### config.mk
export PLATFORM = sky130hd
export DESIGN_NAME = fila_resultados
export DESIGN_NICKNAME = d
export VERILOG_FILES = /design/src/rtl/fila_resultados.sv
export SDC_FILE = /design/constraint.sdc
export NUM_CORES = 1
export LEC_CHECK = 0
export CELL_PAD_IN_SITES_DETAIL_PLACEMENT = 1
export CELL_PAD_IN_SITES_GLOBAL_PLACEMENT = 1
export CORE_MARGIN = 8
export CORE_UTILIZATION = 35
export DETAILED_ROUTE_END_ITERATION = 10
export GPL_TIMING_DRIVEN = 0
export PLACE_DENSITY_LB_ADDON = 0.1
export SLEW_MARGIN = 20
export SYNTH_ARGS = -nofsm -noshare
export SYNTH_HDL_FRONTEND = slang
export SYNTH_SLANG_ARGS = --single-unit
### constraint.sdc
create_clock -name ck -period 2.8 [get_ports ck]
set_input_delay 0.28 -clock ck [delete_from_list [all_inputs] [get_ports ck]]
set_output_delay 0.28 -clock ck [all_outputs]
set_load 0.03 [all_outputs]
### src/rtl/fila_resultados.sv
// fila_resultados: result collection buffer placed after the polynomial
// evaluator. Captures one Resultado/overflow pair per rising edge of pronto
// into a first-word-fall-through FIFO, serves it through a valid/read
// handshake and keeps drop, overflow and maximum statistics.
module fila_resultados #(
   parameter int LARGURA      = 16,
   parameter int PROFUNDIDADE = 4
) (
   input  logic                              ck,
   input  logic                              rst,
   input  logic                              pronto,
   input  logic [LARGURA-1:0]                resultado,
   input  logic                              overflow,
   input  logic                              lido,
   output logic [LARGURA-1:0]                saida,
   output logic                              saida_ovf,
   output logic                              valido,
   output logic                              cheia,
   output logic [$clog2(PROFUNDIDADE+1)-1:0] contagem,
   output logic [7:0]                        descartados,
   output logic [7:0]                        qtd_ovf,
   output logic [LARGURA-1:0]                maximo
);

   localparam int PW = $clog2(PROFUNDIDADE);
   localparam int CW = $clog2(PROFUNDIDADE+1);

   // Saturating 8-bit increment shared by both statistics counters.
   function automatic logic [7:0] sat_inc(input logic [7:0] v);
      return (v == 8'hFF) ? v : v + 8'd1;
   endfunction

   logic               pronto_ant;
   logic [PW-1:0]      pe;
   logic [PW-1:0]      pl;
   logic [LARGURA:0]   mem [PROFUNDIDADE];

   logic captura;
   logic pop;
   logic push;

   assign valido  = (contagem != '0);
   assign cheia   = (contagem == CW'(PROFUNDIDADE));
   assign captura = pronto & ~pronto_ant;
   assign pop     = lido & valido;
   // A pop in the same cycle frees the slot, so a full FIFO still accepts.
   assign push    = captura & (~cheia | pop);

   // Head entry is presented directly; forced to zero so stale memory never shows.
   assign saida     = valido ? mem[pl][LARGURA-1:0] : '0;
   assign saida_ovf = valido ? mem[pl][LARGURA]     : 1'b0;

   // Control state: edge detector, pointers, occupancy and statistics.
   always_ff @(posedge ck) begin
      if (rst) begin
         pronto_ant  <= 1'b0;
         pe          <= '0;
         pl          <= '0;
         contagem    <= '0;
         descartados <= '0;
         qtd_ovf     <= '0;
         maximo      <= '0;
      end else begin
         pronto_ant <= pronto;
         if (push) pe <= pe + 1'b1;
         if (pop)  pl <= pl + 1'b1;
         if (push && !pop)      contagem <= contagem + 1'b1;
         else if (pop && !push) contagem <= contagem - 1'b1;
         if (captura && !push)    descartados <= sat_inc(descartados);
         if (captura && overflow) qtd_ovf     <= sat_inc(qtd_ovf);
         if (push && !overflow && (resultado > maximo)) maximo <= resultado;
      end
   end

   // Storage array: data only, no reset; empty-forcing masks its contents.
   always_ff @(posedge ck) begin
      if (!rst && push) mem[pe] <= {overflow, resultado};
   end

endmodule

# Yosys cells after proc, flatten, opt, wreduce, memory -nomap -nowiden
# Memory sizes are Yosys's and may differ from the RTL's. A register that Yosys moved wholly into a read port is not among the register bits.
# Cells that the tools add are included.
# totals
elab_cells	49
regBits	40
mem_bits_rw	68
n_memories	1
inputBits	21
# op_classes
bitwise_logic	8
n_reduce_logical	15
n_eq_ne	3
muxes	8
magnitude_cmp	1
add_sub_neg	6
# mem_list
memory	depth	word_bits	rd	rd_clocked_by_memory_dff	write_ports	line	source
mem	4	17	1	1	1	36	logic [LARGURA:0] mem [PROFUNDIDADE];
# ops
cell	count
adder 8 x 1 -> 8 bit (second input constant)	2
equality test 8 bit (second input constant)	2
> comparator 16 bit	1
two-way mux 16 bit	1
logical AND 1 bit	7
two-way mux 3 bit	2
adder 2 x 1 -> 2 bit (second input constant)	2
zero test 1 bit	4
two-way mux 2 bit	2
NOT 1 bit	4
AND reduction 2 bit	2
adder 3 x 1 -> 3 bit (second input constant)	1
AND 1 bit	3
equality test 3 bit (second input constant)	1
two-way mux 1 bit	3
nonzero test 3 bit	1
subtractor 3 x 1 -> 3 bit (second input constant)	1
nonzero test 2 bit	1
OR 1 bit	1

# Logic depth before layout (Yosys ltp)
# Gate-level depths: netlist of run 1.
# logic_depth
word_depth	8
ltp_mapped	9

# Worst setup path after synthesis of run 1
# OpenSTA, ideal clock, no wires.
# synth_timing
path_type	register to register
start	reg contagem[0]
end	reg contagem[2]
required_ps	2729
synth_period_minus_slack_ps	2460
path_stages_with_launch	10
slack_ps	340
arrival_time_ps	2389
path_cell_list	dfxtp_1 > or3_2 > clkbuf_1 > nand2_1 > ha_1 > inv_1 > fa_1 > xor2_1 > or3_1 > a21oi_1
# synth_via
elab_chain_len	7
# synth_lines
element	line	source
start, declared	19	output logic [$clog2(PROFUNDIDADE+1)-1:0] contagem,
start signal, assigned	67	if (push && !pop) contagem <= contagem + 1'b1;
start signal, assigned	68	else if (pop && !push) contagem <= contagem - 1'b1;
nonzero test 3 bit / equality test 3 bit (equally long branches)	42, 43	
AND 1 bit / NOT 1 bit (equally long branches)	45, 47	
OR 1 bit	47	assign push = captura & (~cheia | pop);
AND 1 bit	47	
zero test 1 bit	68	
logical AND 1 bit	68	
nonzero test 2 bit (no line)	n/a	
# Parallel ways exist; a longest one is shown, timed or not. The select of a mux whose other input is x is not followed.
# A chain may end at the register's enable or synchronous reset.

# Worst setup path in the final report of run 1
# layout_timing
start	in resultado[11]
end	reg maximo[4]
# layout_via
elab_chain_len	2
# layout_lines
element	line	source
start, declared	12	input logic [LARGURA-1:0] resultado,
> comparator 16 bit	71	if (push && !overflow && (resultado > maximo)) maximo <= resultado;
logical AND 1 bit	71	
end signal, assigned	71	
end, declared	22	output logic [LARGURA-1:0] maximo
# Every way passes these cells.

==> results.md, run 1 <==
* Register area share after synthesis at 0.614
* Critical path capture point: maximo[4]
* CTS root buf: clkbuf_16
* Critical path class: in2reg
* Final Skew at about 4.8 ps
* Max-slew headroom at 0.268
* # IOs at 75
* PD cells at just over 800 nW/um^2
* Ant diodes at 0
* Clk Latency, worst-skew pair at ~350 ps
* CTS H-tree lvls at 3
* Fin area at approximately 6000 um^2
* Avg Inst Size Synth at ~14 um^2
* Vias at a little under 3k
* Fmax at 0.381 GHz
* CP Launch Type: input port
* Max VDD drop at between 300 and 400 uV
* Most used routing layer: met2
* R2R Path Start: contagem[0]
* TritonCTS buffer count at 9
* Final period util at 0.937
* Nets at between 400 and 500
* Fraction of registers with async set/reset at 0
* Slowest cell on crit path: clkdlybuf4s50_1
* Initial Utilization at 0.356
* DRT iter0 DRCs at between 100 and 150
* Vias in the first global route at 3,272
* Setup-failing EPs final at 0
* Post-layout power at between 4 and 5 mW
* Status: completed
* Period minus WS final at ~2600 ps
* Cell Rows at 42
* Area of the multi-input gates at 1690 um^2
* Largest net degree at the start of global routing at 18
* First-pass GRT wire length at between 15 and 20 mm
* CTS Sinks at 110
* Final Max Tran Viols at 0
* CP top delay family: buffers and inverters
* Clk slew on worst S/H paths at 70 ps
* Detailed-route DRC error count at 0
* Worst r2r dst: contagem[2]
* Detail Placement HPWL at between 7 and 8 mm
* Final hold violation count at 0
* CTS tree: done
* Port-buffer cells at 73
* Crit-path cells: clkdlybuf4s50_1 -> ha_1 -> nand4_1 -> nor4_1 -> or4_1 -> a32o_1 -> clkbuf_1 -> a22o_1
* Max-cap violations at 0
* Total Routing Usage GR at 0.133
* Unrepaired setup endpoints after global routing: no
* Post-synth net total at ~380
* Placed cell count at 582
* Die Width at 132 um
* Required time of the critical path at between 3000 and 4000 ps
* Worst-case clock buffer depth at 2
* DRT Wirelength at around 11 mm
* Fillers at 1,348
* Critical path fanouts, max at 10
* M1 GR Usage at 0.155
* Yosys reg bits at 110
* Max incr delay on CP at a little over 500 ps
* Flop-to-flop setup slack at 250 ps
* Grt ovf at 0
* Worst setup EP type: register
* Routed wire per std cell at 18.3 um
* Post-synth cell types at 45
* Post-CTS setup buffers at 0
* Pleak at around 2.0 nW
* CTS Hold Bufs at 0
* Worst path bufs/invs at 2
* Total of warnings raised by yosys at 0
* Syn Std Cell Area at around 4700 um^2
* Post-route insts no fill at 596
* GPL Wtd Cong at roughly 0.73
* Least-Margin Pin Slew at between 1000 and 1500 ps
* Vias per inst at just under 5
* Reg2Reg Depth at 9
* DR pass1 iterations at 4
* Main synth FF type: edfxtp_1
* Initial antenna violation count at 0
* Post-synth EDFFs at slightly below 70
* Layout cells sized above 1 at 0.0976
* HP Class: in2reg
* Chip Height at 132 um
* Worst Setup SP: resultado[11]
* Area delta synth->final at 27.2%
* Cell count after synthesis at roughly 330
* Met2 usage in global routing at 0.221
* ANT nets after route at 0
* Met3 GRT Util at 0.0381
* CORE AREA at approximately 13,000 um^2
* Sequential cell area at between 2000 and 3000 um^2
* CP arrival at about 2900 ps
* Post-DP Area at 5640 um^2
* Instance count on the critical path at 8
* Die area at roughly 17,000 um^2
==> timing repair <==
item                                   4_1_cts  5_1_grt
gates resized for setup                      5        4
endpoints found under the hold margin        0        0
setup endpoints to repair                   17       10
==> worst register-to-register path: cells and delay by family (launching register included) <==
kind	cells	cell delay, ps
fa+ha+maj	2	560
buf+inv	2	280
flops	1	390
compound gates	1	130
simple gates	3	950
xor+xnor	1	150
==> power by group <==
group	total, mW	switching [mW]	internal [mW]	leakage, nW
clock	1.36	0.556	0.802	0.155
combinational	1.63	0.893	0.739	0.907
sequential	1.93	0.110	1.82	0.958
total	4.92	1.56	3.36	2.02
==> state kept, by name (all words and copies together), names as in the netlist, named ones only <==
| signal | count |
|---|---|
| contagem | 3 |
| descartados | 8 |
| maximo | 16 |
| mem | 68 |
| pe | 2 |
| pl | 2 |
| pronto_ant | 1 |
| qtd_ovf | 8 |
==> cell usage in the layout (no fill, tap or decap), types with 11 or more instances in the layout <==
cell              n
xor2_1           11
edfxtp_1         68
a21oi_1          12
nor2_1           23
dfxtp_1          40
mux4_2           17
inv_1            20
and2_1           18
a22o_1           15
ha_1             23
clkdlybuf4s50_1  73
==> worst min path at each step <==
stage	start	cells past startpoint	end
finish	rst	2	pronto_ant
global route	rst	2	pronto_ant
CTS	rst	2	pronto_ant
detailed placement	maximo[0]	2	maximo[0]
global placement	qtd_ovf[5]	2	qtd_ovf[5]
floorplan	resultado[0]	0	mem[0][0]
==> metrics by stage <==
stage	hold WS [ps]	setup WS (ps)	utilization	setup TNS [ps]
after floorplan	379	340	-	0
after global placement	491	-227	0.428	-3740
after detailed placement	503	-240	0.428	-4230
after CTS	362	11.1	0.452	0
after global routing	410	7.31	0.452	0
final	370	177	0.452	0
==> routing by layer <==
metal	routed length, um	share of wire	vias up
met3	495	0.045	11
met1	4890	0.45	1454
met5	0	0	-
met4	167	0.015	0
li1	-	-	1421
met2	5340	0.49	51
==> layout make-up <==
type / instances / area share
clock buffers: 11 / 0.0407
inverters: 20 / 0.0126
multi-input cells: 192 / 0.283
well taps: 176 / 0.0369
repair buffers: 73 / 0.122
clock inverters: 5 / 0.0122
plain buffers: 9 / 0.00839
flip-flops and latches: 110 / 0.484
==> synth_stat cells, types with 2 or more instances <==
cell type	count	area, um^2
a21oi_1	12	60.1
ha_1	23	288
nand2_1	9	33.8
and2_1	18	113
and3_1	5	31.3
nand4_1	8	50.1
and4_1	2	17.5
a22o_1	15	131
a2111o_1	2	22.5
mux4_2	17	383
xor2_1	11	96.3
xnor2_1	4	35.0
inv_1	20	75.1
edfxtp_1	68	2040
dfxtp_1	42	841
nor2_1	23	86.3
mux2i_1	4	40.0
or3_1	5	31.3
clkbuf_1	8	30.0
o21ai_0	6	30.0
nand3_1	6	30.0
nor2b_1	2	12.5
==> kinds of logic (layout without fill, tap and decap cells) <==
kind of cell             count (synthesis)  in the layout  share of synthesized area
AO/OA/AOI/OAI                           44             44                     0.0728
XOR/XNOR                                15             15                     0.0280
adder cells (fa/ha/maj)                 24             24                     0.0656
buffers and inverters                   31            118                     0.0259
flip-flops                             110            110                      0.614
multiplexers                            21             21                     0.0901
AND/OR/NAND/NOR                         88             88                      0.103
Power figures use the tool's default switching activity.
==> inputs of run 2 (changes only) <==
- CAP_MARGIN: not set -> 20
==> results of run 2 <==
Same layout as run 1: the final DEF is identical, and so are final timing and power.
